<file path="src/rtl/pmem_pkg.sv">
// Shared types and constants for the cache-line to memory-burst adapter.
package pmem_pkg;

  localparam int LINE_W   = 256;
  localparam int BEAT_W   = 64;
  localparam int BEATS    = LINE_W / BEAT_W;
  localparam int OFFSET_W = $clog2(LINE_W / 8);
  localparam int CNT_W    = $clog2(BEATS);

  localparam logic [31:0] OFFSET_MASK = (32'd1 << OFFSET_W) - 32'd1;

  typedef enum logic [1:0] {
    IDLE  = 2'd0,
    READ  = 2'd1,
    WRITE = 2'd2,
    DONE  = 2'd3
  } adapter_state_t;

  typedef logic [LINE_W-1:0] line_t;
  typedef logic [BEAT_W-1:0] beat_t;

  // Clear the byte-offset bits so every burst starts on a line boundary.
  function automatic logic [31:0] align_address(input logic [31:0] addr);
    return addr & ~OFFSET_MASK;
  endfunction

endpackage

</file>
<file path="src/rtl/pmem_burst_adapter.sv">
// Turns one full-line cache read/write into a 4-beat 64-bit memory burst and
// answers the cache with a single-cycle line_resp once the line is complete.
module pmem_burst_adapter
  import pmem_pkg::*;
(
  input  logic        clk,
  input  logic        rst,
  input  logic [31:0] line_address,
  input  logic        line_read,
  input  logic        line_write,
  input  line_t       line_wdata,
  output line_t       line_rdata,
  output logic        line_resp,
  output logic [31:0] burst_address,
  output logic        burst_read,
  output logic        burst_write,
  output beat_t       burst_wdata,
  input  beat_t       burst_rdata,
  input  logic        burst_resp
);

  localparam logic [CNT_W-1:0] LAST_BEAT = CNT_W'(BEATS - 1);

  adapter_state_t   state_r;
  adapter_state_t   state_s;
  logic [CNT_W-1:0] cnt_r;
  logic [CNT_W-1:0] cnt_s;
  logic [31:0]      addr_r;
  line_t            wline_r;
  line_t            rdata_r;
  logic             line_resp_r;
  logic             burst_read_r;
  logic             burst_write_r;
  logic             accept_s;
  beat_t            burst_wdata_s;

  assign accept_s = (state_r == IDLE) && (line_write || line_read);

  // Next-state and beat-counter logic.
  always_comb begin
    state_s = state_r;
    cnt_s   = cnt_r;
    case (state_r)
      IDLE: begin
        if (line_write) begin
          state_s = WRITE;
        end else if (line_read) begin
          state_s = READ;
        end else begin
          state_s = IDLE;
        end
      end
      READ, WRITE: begin
        if (burst_resp) begin
          // Counter wraps to zero naturally on the last beat.
          cnt_s = cnt_r + 2'd1;
          if (cnt_r == LAST_BEAT) begin
            state_s = DONE;
          end else begin
            state_s = state_r;
          end
        end else begin
          state_s = state_r;
        end
      end
      DONE: begin
        state_s = IDLE;
        cnt_s   = 2'd0;
      end
      default: begin
        state_s = IDLE;
        cnt_s   = 2'd0;
      end
    endcase
  end

  // State, latched request, read buffer and registered handshake outputs.
  always_ff @(posedge clk or negedge rst) begin
    if (!rst) begin
      state_r       <= IDLE;
      cnt_r         <= 2'd0;
      addr_r        <= 32'd0;
      wline_r       <= '0;
      rdata_r       <= '0;
      line_resp_r   <= 1'b0;
      burst_read_r  <= 1'b0;
      burst_write_r <= 1'b0;
    end else begin
      state_r       <= state_s;
      cnt_r         <= cnt_s;
      line_resp_r   <= (state_s == DONE);
      burst_read_r  <= (state_s == READ);
      burst_write_r <= (state_s == WRITE);
      if (accept_s) begin
        addr_r <= align_address(line_address);
      end
      if ((state_r == IDLE) && line_write) begin
        wline_r <= line_wdata;
      end
      if ((state_r == READ) && burst_resp) begin
        rdata_r[cnt_r*BEAT_W +: BEAT_W] <= burst_rdata;
      end
    end
  end

  // Current write beat follows the counter directly.
  always_comb begin
    burst_wdata_s = '0;
    if (state_r == WRITE) begin
      burst_wdata_s = wline_r[cnt_r*BEAT_W +: BEAT_W];
    end else begin
      burst_wdata_s = '0;
    end
  end

  assign line_rdata    = rdata_r;
  assign line_resp     = line_resp_r;
  assign burst_address = addr_r;
  assign burst_read    = burst_read_r;
  assign burst_write   = burst_write_r;
  assign burst_wdata   = burst_wdata_s;

endmodule

</file>
<file path="config.mk">
export PLATFORM = sky130hd
export DESIGN_NAME = pmem_burst_adapter
export DESIGN_NICKNAME = d
export VERILOG_FILES = /design/src/rtl/pmem_pkg.sv /design/src/rtl/pmem_burst_adapter.sv
export SDC_FILE = /design/constraint.sdc
export NUM_CORES = 1
export LEC_CHECK = 0
export ABC_AREA = 1
export ABC_CLOCK_PERIOD_IN_PS = 5500
export CELL_PAD_IN_SITES_DETAIL_PLACEMENT = 2
export CELL_PAD_IN_SITES_GLOBAL_PLACEMENT = 2
export CORE_MARGIN = 4
export CORE_UTILIZATION = 29
export DETAILED_ROUTE_END_ITERATION = 10
export GPL_ROUTABILITY_DRIVEN = 0
export HOLD_SLACK_MARGIN = 0.08
export PLACE_DENSITY = 0.84
export SLEW_MARGIN = 30
export SYNTH_ARGS = -nofsm -noshare
export SYNTH_HDL_FRONTEND = slang
export SYNTH_SLANG_ARGS = --single-unit
</file>
<file path="constraint.sdc">
create_clock -name clk -period 5.5 [get_ports clk]
set_input_delay 1.1 -clock clk [delete_from_list [all_inputs] [get_ports clk]]
set_output_delay 1.1 -clock clk [all_outputs]
set_load 0.02 [all_outputs]
</file>
# Word-level counts from Yosys, hierarchy flattened
# Index checks and enable logic that the tools add are counted.
# word_totals
elab_cells,38
regBits,546
output_inout_bits,355
input_bits,357
# classes
n_mux,9
n_reduce_logical,8
eq_ne,8
n_addsub,2
shifts,3
# ops
cell,n
bitwise mux 256 bit,1
"variable shift 64 x 34 -> 256 bit, first input constant",1
variable part select 256 x 9 -> 64 bit,1
variable part select 64 x 34 -> 256 bit,1
2-to-1 mux 64 bit,1
negator 8 -> 34 bit,1
"== test 2 bit, second input constant",5
2-to-1 mux 2 bit,4
case mux 2 bit (3 select lines),1
"== test 2 x 1 -> 1 bit, second input constant",2
case mux 2 bit (2 select lines),1
logical AND 1 bit,3
"adder 2 x 1 -> 2 bit, second input constant",1
zero test 2 bit,1
"inequality test 2 bit, second input constant",1
AND reduction 2 bit,1
nonzero test 2 bit,1
OR reduction 2 bit,1
logical OR 1 bit,1
2-to-1 mux 1 bit,1

# Depth between registers and ports, before layout
# depth
word_depth,5
depth_mapped,12
mapped_depth_nobuf,8

# Worst setup path before layout
# OpenSTA, ideal clock, no wires.
# synth_timing
kind,register -> output
startpoint,register cnt_r[0]
endpoint,output burst_wdata[55]
path_slack_ns,3.029
n_path_buf,3
path_stages_with_launch,7
arrival_time_ns,1.371
required_time_ns,4.400
path_cell_list,dfrtp_1 -> buf_4 -> buf_2 -> buf_2 -> nand2_1 -> nand3_1 -> a21oi_1
# synth_between
elab_chain_cells,2
# synth_rtl
item,line_no,source
start: declaration,pmem_burst_adapter.sv:26,logic [CNT_W-1:0] cnt_r;
start signal: assignment,pmem_burst_adapter.sv:90,cnt_r <= cnt_s;
variable part select 256 x 9 -> 64 bit,pmem_burst_adapter.sv:110,burst_wdata_s = wline_r[cnt_r*BEAT_W +: BEAT_W];
2-to-1 mux 64 bit,pmem_burst_adapter.sv:109,if (state_r == WRITE) begin
end: declaration,pmem_burst_adapter.sv:17,"output beat_t burst_wdata,"
# No other way between the ends.

# Final worst setup path
# layout_timing
startpoint,register cnt_r[0]
endpoint,output burst_wdata[1]
# Same word-level chain as after synthesis.

==> impl_metrics.csv <==
group,metric,value,unit
synth,synthArstFlopShare,100,%
final_layout,area_delta_synth_final,41.7,%
synth,netlist_area,24100,um^2
power_and_ir_drop,switching_share,41.4,%
synth,synth-xor-area-share,0,%
synth,synth_top_family_by_area,"simple AND/OR/NAND/NOR gates",
final_layout,n_fill_cell,9081,
status,outcome,"completed",
synth,synth-compound-area-share,9.77,%
timing,setup_tns,0,ns
timing,maxSlewViolCount,0,
synth,synth_edf_count,0,
final_layout,final_net_count,3898,
synth,synth_mux_area_share,0,%
synth,avgSynthCellArea,8.29,um^2
setup_path,critical_path.max_fanout,71,
setup_path,path_cells,"inv_4 > buf_12 > nand2_1 > nand3_1 > a21oi_1 > clkdlybuf4s50_1",
hold_path,min_to,"line_rdata[115]",
power_and_ir_drop,power.share.sequential,32.7,%
synth,synth.top_cell.area_share,56.8,%
synth,ys_seq_elements,546,
setup_path,ff2ff_setup_slack,2.04,ns
setup_path,crit_type,"register to output pin",
floorplanning,die_x,296,um
timing,fin_skew,0.0314,ns
synth,syn_inst,2904,
final_layout,drive_gt1_share,5.36,%
power_and_ir_drop,powerDensity,538,nW/um^2
cts,clock_sinks,546,
placement,placedCellCount,4528,
setup_path,r2r-start,"cnt_r[0]",
hold_path,min_path_cells,2,
timing,setup_viol,0,
hold_path,hold_path_class,"register to register",
power_and_ir_drop,peakVddDrop,0.271,mV
synth,ys_seq_area_share,56.8,%
floorplanning,rows,105,
cts,clock_latency,0.60,ns
drt,routedWlPerCell,23.1,um
cts,cts-root-buf,"clkbuf_16",
drt,vias,22900,
flow_run,max_cap_violations,0,
final_layout,multiInputGateArea,8130,um^2
global_routing,groute.usage.overall,23.8,%
setup_path,startpoint_type,"register",
hold_path,min-delay-start,"line_rdata[115]",
synth,synthSimpleGateAreaFrac,23.3,%
synth,yosysUniqueCellTypes,25,
synth,yosys.area.top_type,"dfrtp_1",
setup_path,reg2reg_depth,7,
floorplanning,start_util,29.3,%
timing,fmax,0.218,GHz
timing,hold_viol,0,
setup_path,cp.arrival,3.49,ns
floorplanning,die_area,87600,um^2
synth,synth_ff_type,"dfrtp_1",
setup_path,critical_path.top_delay_family,"buffers and inverters",
power_and_ir_drop,power_switching,7.59,mW
cts,numCtsBuffers,68,
global_routing,grt_pass1_vias,25500,
global_routing,grt_max_degree,117,
cts,tritoncts,"yes",
placement,port_buffers,701,
timing,min_period_over_period,83.4,%
drt,antenna_left,0,
global_routing,grt_pass1_wl,161,mm
timing,rsz0062_at_grt,"false",
synth,yosys-top-cells-count,"774 x nand2_1, 546 x dfrtp_1, 322 x a21oi_1, 315 x inv_1, 311 x nor2_1",
timing,worst_pin_slew,0.961,ns
power_and_ir_drop,p_comb_share,42.9,%
setup_path,max_stage_delay,0.73,ns
setup_path,r2r_end,"line_rdata[109]",
global_routing,gr-total-overflow,0,
placement,dp_hpwl,73.4,mm
floorplanning,die_h,296,um
cts,cts_setup_buffers,0,
timing,layout_min_cycle_time,4.59,ns
setup_path,critPathCaptureType,"output pin",
setup_path,cp.required,4.40,ns
synth,yosys.area_share.adder,0.572,%
power_and_ir_drop,internal_power,10.7,mW
final_layout,instances_no_fill,4670,
drt,drt-pass1-iter-count,5,
global_routing,grt_antenna_before_repair,32,
power_and_ir_drop,leakage,16.3,nW
synth,synthTopCellsByArea,"dfrtp_1 57%, nand2_1 12%, a21oi_1 6.7%, nand3_1 5.9%, inv_1 4.9%",
drt,wl,108,mm
drt,vias_per_cell,4.89,
floorplanning,io_pins,712,
cts,cts_hold_buf,0,
cts,cts_resized,0,
power_and_ir_drop,clkPwrFrac,24.5,%
timing,slew_headroom,36.0,%
final_layout,regArea,13700,um^2
cts,clock_path_buffers,3,
setup_path,critPathSlowestCell,"clkdlybuf4s50_1",
floorplanning,design.core.area,82100,um^2
setup_path,crit_buf_inv,3,
drt,drtIter0Drc,1005,
drt,drc,0,
cts,h-tree-depth,3,
cts,clk_pin_slew_worst_paths,0.06,ns
synth,yosysWarnings,0,
synth,synthMostInstantiatedCell,"nand2_1",
-- layout by cell type (no fill, tap or decap), types with 3 or more instances in the layout --
master | netlist | routed
clkbuf_8 | 0 | 16
nor2_4 | 3 | 4
dfrtp_1 | 546 | 544
buf_4 | 7 | 33
diode_2 | 0 | 20
nand3_1 | 283 | 283
buf_12 | 0 | 8
conb_1 | 1 | 5
inv_1 | 315 | 314
nor2_1 | 311 | 310
clkbuf_16 | 0 | 69
o21ai_0 | 32 | 32
o21ai_1 | 77 | 77
clkbuf_1 | 36 | 16
o21ai_2 | 22 | 22
inv_4 | 2 | 3
ha_1 | 11 | 10
nand2_1 | 774 | 772
clkinv_2 | 0 | 11
nand2_2 | 3 | 4
a21oi_1 | 322 | 322
clkdlybuf4s50_1 | 0 | 700
-- layer usage --
| layer | global-route usage, % | vias up | part of all wire [%] |
|---|---|---|---|
| li1 | - | 10300 | - |
| met1 | 27.8 | 11700 | 39 |
| met2 | 41.7 | 650 | 50 |
| met3 | 7.96 | 162 | 8.2 |
| met4 | 7.14 | 32 | 2.5 |
| met5 | 0 | - | 0.19 |
-- cells by family (layout without fill, tap and decap cells) --
kind of cell | Yosys count | after routing
other cells | 1 | 25
simple gates | 1380 | 1380
buf+inv | 513 | 1185
fa+ha+maj | 11 | 11
flops | 546 | 546
compound gates | 453 | 453
-- worst reg2reg max path, stage by stage, from the launching register on --
cell and delay [ns]:
dfrtp_4 0.66, inv_4 0.68, ha_1 0.38, inv_1 0.08
nor2_1 0.18, nand3_4 0.66, buf_4 0.55, o21ai_1 0.18
-- worst max path at each step --
stage | from | endpoint | slack, ns | cells after the start
after global routing | cnt_r[0] | burst_wdata[1] | 0.78 | 6
after global placement | cnt_r[0] | burst_wdata[1] | 1.57 | 6
final | cnt_r[0] | burst_wdata[1] | 0.91 | 6
after CTS | cnt_r[0] | burst_wdata[1] | 0.78 | 6
after detailed placement | cnt_r[0] | burst_wdata[1] | 1.54 | 6
after floorplan | cnt_r[0] | burst_wdata[55] | 3.03 | 6
-- metrics by stage --
stage | power (mW) | hold slack (ns) | utilization, % | cell area [um^2] | setup slack [ns]
2_1_floorplan | 10.3 | 0.481 | - | 24100 | 3.03
3_3_place_gp | 13.5 | 0.462 | 38.7 | 31800 | 1.57
3_5_place_dp | 13.9 | 0.468 | 38.7 | 31800 | 1.54
4_1_cts | 18.5 | 0.484 | 41.4 | 34000 | 0.779
5_1_grt | 19.6 | 0.502 | 41.5 | 34100 | 0.779
6_report | 18.3 | 0.483 | 41.5 | 34100 | 0.912
-- power by group through the flow --
stage	Combinational (mW)	Sequential (mW)	Clock, mW
after detailed placement	7.82	6.04	0
after CTS	7.96	6.00	4.59
after floorplan	3.91	6.41	0
after global placement	7.55	5.94	0
final	7.86	5.99	4.48
after global routing	8.65	6.13	4.78
-- flip-flops by register name, summed over array words and instances (netlist names) --
signal,cells
line_rdata,256
wline_r,256
burst_address,27
cnt_r,2
state_r,2
burst_read,1
burst_write,1
line_resp,1
-- cell type report --
| cell class | instances | area share, % |
|---|---|---|
| Sequential cell | 546 | 40.1 |
| Multi-Input combinational cell | 1849 | 23.9 |
| Timing Repair Buffer | 744 | 21.9 |
| Clock buffer | 101 | 5.89 |
| Tap cell | 1070 | 3.93 |
| Inverter | 321 | 3.56 |
| Clock inverter | 19 | 0.598 |
| Antenna cell | 20 | 0.147 |
(Power assumes the default switching activity.)
==> variant 1 (same settings) <==
`BEAT_W`: 64 -> 128.
--- a/src/rtl/pmem_pkg.sv
+++ b/src/rtl/pmem_pkg.sv
@@ -2,7 +2,7 @@
 package pmem_pkg;
 
   localparam int LINE_W   = 256;
-  localparam int BEAT_W   = 64;
+  localparam int BEAT_W   = 128;
   localparam int BEATS    = LINE_W / BEAT_W;
   localparam int OFFSET_W = $clog2(LINE_W / 8);
   localparam int CNT_W    = $clog2(BEATS);
Ports: changed (resized burst_rdata and burst_wdata); port bits go from 712 to 840. The function was not compared with the original's and may differ.
==> variant 1 against the unedited design <==
First-iteration DRC count up 12%; final area stayed put; worst setup slack better by 0.032 ns; sequential cell count fell by 1; sequential power rose by 19%; area after synthesis shrank 5.6%; largest power group unchanged; global-route usage is 2.2 points higher; wire length increased by 3.8%; non-clock buffer count grew 115; combinational power grew 28%; sequential share of layout area is 0.077 points lower; total power is 19% higher.
==> variant 1: results (changes against the unedited design) <==
.. list-table::
   :header-rows: 1

   * - Metric
     - Value
   * - Sequential area share after synthesis
     - 60.0% (+3.3 points)
   * - Most common library cells after synthesis
     - 834 x sky130_fd_sc_hd__nand2_1, 545 x sky130_fd_sc_hd__dfrtp_1, 283 x sky130_fd_sc_hd__nand3_1, 259 x sky130_fd_sc_hd__nor2_1, 251 x sky130_fd_sc_hd__o21ai_0
   * - Area post-placement
     - 31,700 um2 (-0.13%)
   * - Final Skew
     - 0.0233 ns (-0.00804 ns)
   * - Status
     - complete, no violations
   * - Synthesized instance count
     - 2,650 (-8.7%)
   * - Beginning of the critical path
     - state_r[0]
   * - First-pass GRT wire length
     - 163,000 um (+1.7%)
   * - Critical Path Fanout Max
     - 57 (-20%)
   * - Total wire length
     - 112,000 um (+3.8%)
   * - Transition time of the tightest slew-check pin
     - 0.954 ns (-0.00643 ns)
   * - Critical path's largest stage delay
     - 0.75 ns (+0.02 ns)
   * - Start point of the worst min-delay path
     - wline_r[89]
   * - Worst Hold Endpoint
     - wline_r[89]
   * - Area contributors post-synth
     - sky130_fd_sc_hd__dfrtp_1 60%, sky130_fd_sc_hd__nand2_1 14%, sky130_fd_sc_hd__nand3_1 6.2%
   * - Final net count
     - 3,814 (-2.2%)
   * - FF-to-FF setup slack
     - 2.17 ns (+0.13 ns)
   * - Number of buffers inserted by port buffering
     - 829 (+18%)
   * - Arrival time of data at the critical path endpoint
     - 3.46 ns (-0.03 ns)
   * - Leakage power of the design
     - 16.2 nW (-0.68%)
   * - Worst VDD drop
     - 0.481 mV (+78%)
   * - Register cell area after layout
     - 13,600 um2 (-0.19%)
   * - GR Util met2
     - 44.6% (+3.0 points)
   * - Antenna violations before repair
     - 48 (+50%)
   * - Startpoint of the worst register-to-register path
     - cnt_r
   * - Number of placed instances with taps included
     - 4,356 (-3.8%)
   * - Aggregate global-route resource usage
     - 26.1% (+2.2 points)
   * - Minimum hold slack
     - 0.468 ns (-0.0154 ns)
   * - Dpl hpwl
     - 77,100 um (+5.0%)
   * - Fraction of met1 tracks used by global routing
     - 27.1% (-0.74 points)
   * - Layout filler cell count
     - 8,437 (-7.1%)
## variant 1: changes by cell type in the layout (fill, tap and decap cells not counted), moves of 58 or more
| cell | unedited run | this run |
|---|---|---|
| sky130_fd_sc_hd__o21ai_1 | 77 | 135 |
| sky130_fd_sc_hd__a21oi_1 | 322 | 0 |
| sky130_fd_sc_hd__inv_1 | 314 | 134 |
| sky130_fd_sc_hd__nand2_1 | 772 | 833 |
| sky130_fd_sc_hd__clkdlybuf4s50_1 | 700 | 827 |
| sky130_fd_sc_hd__o21ai_0 | 32 | 251 |
## variant 1: metal layers
layer | part of all wire (%) | wire length, um
met1 | 36 | 39800
met2 | 49 | 55200
met3 | 9.3 | 10400
met4 | 5.6 | 6300
met5 | 0.23 | 262
## variant 1: how the worst max path moves through the flow
stage | to | cells after the start
6_report | burst_wdata[71] | 5
5_1_grt | burst_wdata[68] | 6
4_1_cts | burst_wdata[71] | 5
3_5_place_dp | burst_wdata[71] | 5
3_3_place_gp | burst_wdata[73] | 6
2_1_floorplan | burst_wdata[107] | 6
## variant 1: layout make-up
class | instances | area share, %
timing repair buffer | 859 | 25.5
sequential | 545 | 40.0
inverter | 135 | 1.49
antenna | 26 | 0.191
multi-input combinational | 1778 | 22.4
clock inverter | 16 | 0.496
tap | 1040 | 3.82
clock buffer | 105 | 6.14
## variant 1: cell families (layout without fill, tap and decap cells)
logic type | after synthesis | count (layout) | share of synthesized area (%)
fa+ha+maj | 5 | 5 | 0.275
other cells | 1 | 31 | 0.0165
compound gates | 387 | 387 | 8.54
simple gates | 1381 | 1381 | 24.5
buf+inv | 331 | 1115 | 6.62
flops | 545 | 545 | 60.0
## variant 1: report_power, final
part	internal, mW	switching [mW]	leakage, nW
clock network	2.73	1.89	1.11
logic	3.86	6.27	8.30
registers	5.90	1.22	6.82
total	12.5	9.38	16.2
==> variant 2 (config.mk and constraints unchanged) <==
Made on the original files. Remove the register `burst_read_r`: a continuous assignment takes its place, so the output `burst_read` follows one clock earlier.
--- a/src/rtl/pmem_burst_adapter.sv
+++ b/src/rtl/pmem_burst_adapter.sv
@@ -83,13 +83,11 @@
       wline_r       <= '0;
       rdata_r       <= '0;
       line_resp_r   <= 1'b0;
-      burst_read_r  <= 1'b0;
       burst_write_r <= 1'b0;
     end else begin
       state_r       <= state_s;
       cnt_r         <= cnt_s;
       line_resp_r   <= (state_s == DONE);
-      burst_read_r  <= (state_s == READ);
       burst_write_r <= (state_s == WRITE);
       if (accept_s) begin
         addr_r <= align_address(line_address);
@@ -102,6 +100,8 @@
       end
     end
   end
+
+  assign burst_read_r = (state_s == READ);
 
   // Current write beat follows the counter directly.
   always_comb begin
Function: changed (a bounded check fails within 4 cycles, from zero or initial values and one cycle with rst low).
==> variant 2 against the unedited design <==
Worst setup slack improved by 0.39 ns; synthesized cell count about the same; final area increased by 0.13%; critical path depth unchanged; area after synthesis decreased by 0.10%; utilization increased by 0.055 points; first-iteration DRC count increased by 2.8%; die area decreased by 0.10%; wire length decreased by 1.2%; critical endpoint is now burst_wdata[10]; global-route usage decreased by 0.26 points; total power increased by 1.1%; sequential cell count decreased by 1.
==> variant 2: results (changes against the unedited design) <==
.. list-table::
   :header-rows: 1

   * - Metric
     - Value
   * - Pre-Repair DR Iteration Count
     - 5 (unchanged)
   * - Aggregate global-route resource usage
     - 23.6% (-0.26 points)
   * - Minimum hold slack
     - 0.478 ns (-0.00464 ns)
   * - Worst Hold Endpoint
     - line_rdata[184]
   * - Total wire length
     - 106,000 um (-1.2%)
   * - Startpoint of the worst register-to-register path
     - cnt_r[1]
   * - Area contributors post-synth
     - sky130_fd_sc_hd__dfrtp_1 57%, sky130_fd_sc_hd__nand2_1 12%, sky130_fd_sc_hd__a21oi_1 6.7%
   * - Place WS
     - 1.57 ns (+0.0311 ns)
   * - Critical path's largest stage delay
     - 0.66 ns (-0.07 ns)
   * - Fraction of final layout cells sized beyond drive strength 1
     - 5.23% (-0.13 points)
   * - First-pass GRT wire length
     - 159,000 um (-1.2%)
   * - Sequential area share after synthesis
     - 56.7% (about the same)
   * - Reg-to-reg endpoint
     - line_rdata[120]
   * - Setup violations, final
     - 0 (unchanged)
   * - Dpl hpwl
     - 71,700 um (-2.4%)
   * - Final Skew
     - 0.0320 ns (+0.000670 ns)
   * - Post-cts resize count
     - 0 (unchanged)
   * - Number of vias in the routed layout
     - 22,661 (-0.85%)
   * - Status
     - complete, no violations
   * - Final net count
     - 3,891 (-0.18%)
   * - Most common library cells after synthesis
     - 774 x sky130_fd_sc_hd__nand2_1, 545 x sky130_fd_sc_hd__dfrtp_1, 322 x sky130_fd_sc_hd__a21oi_1, 315 x sky130_fd_sc_hd__inv_1, 311 x sky130_fd_sc_hd__nor2_1
   * - Vias in the first global route
     - 25,150 (-1.5%)
   * - Leakage power of the design
     - 16.4 nW (+0.13%)
   * - First-iteration detailed-routing DRC count
     - 1,033 (+2.8%)
   * - FF-to-FF setup slack
     - 2.06 ns (+0.02 ns)
   * - Critical Path Fanout Max
     - 44 (-38%)
   * - Number of cells on the worst hold path
     - 2 (unchanged)
   * - Worst VDD drop
     - 0.275 mV (+1.8%)
   * - Largest net degree at the start of global routing
     - 243 (+110%)
   * - Transition time of the tightest slew-check pin
     - 1.02 ns (+0.0552 ns)
   * - Layout filler cell count
     - 9,082 (+0.011%)
   * - Start point of the worst min-delay path
     - line_rdata[184]
   * - Setup fix buffers added after clock tree synthesis
     - 0 (unchanged)
## variant 2: how the worst max path moves through the flow
stage                                  to  slack [ns]  cells after the start
after floorplan                burst_read        2.72                      5
after global placement         burst_read        1.61                      7
after detailed placement       burst_read        1.57                      7
after CTS                 burst_wdata[56]        1.11                      5
after global routing      burst_wdata[10]        1.14                      6
final                     burst_wdata[10]        1.30                      6
## variant 2: layout make-up
cell class                      count  area share, %
Antenna cell                       12         0.0880
Clock inverter                     25           1.11
Sequential cell                   545           40.0
Inverter                          321           3.55
Timing Repair Buffer              738           21.8
Multi-Input combinational cell   1849           23.8
Tap cell                         1070           3.92
Clock buffer                       96           5.71
## variant 2: where the power goes
part,switching [mW],total (mW),leakage (nW),internal [mW]
clock network,1.91,4.74,1.15,2.83
registers,0.559,5.93,6.76,5.38
logic,5.09,7.86,8.46,2.77
total,7.56,18.5,16.4,11.0
## variant 2: routing by layer
metal / global-route usage [%] / wire length (um) / vias to the layer above
li1: - / - / 10292
met1: 26.9 / 41200 / 11562
met2: 41.7 / 53400 / 601
met3: 8.82 / 9370 / 164
met4: 5.92 / 2280 / 42
met5: 0 / 274 / -
## variant 2: per-stage QoR
stage / std cells / power [mW] / util [%] / cell area, um2
final: 4656 / 18.5 / 41.6 / 34100
after global placement: 4521 / 13.4 / 38.6 / 31700
after CTS: 4643 / 18.8 / 41.5 / 34100
after floorplan: 2907 / 10.3 / - / 24100
after global routing: 4646 / 19.8 / 41.5 / 34100
after detailed placement: 4522 / 13.8 / 38.6 / 31700
## variant 2: kinds of logic (layout without fill, tap and decap cells)
logic type	count (synthesis)	after routing	synth area share (%)
simple gates	1380	1380	23.3
flops	545	545	56.7
buf+inv	513	1180	9.56
compound gates	453	453	9.78
fa+ha+maj	11	11	0.573
other cells	1	17	0.0156
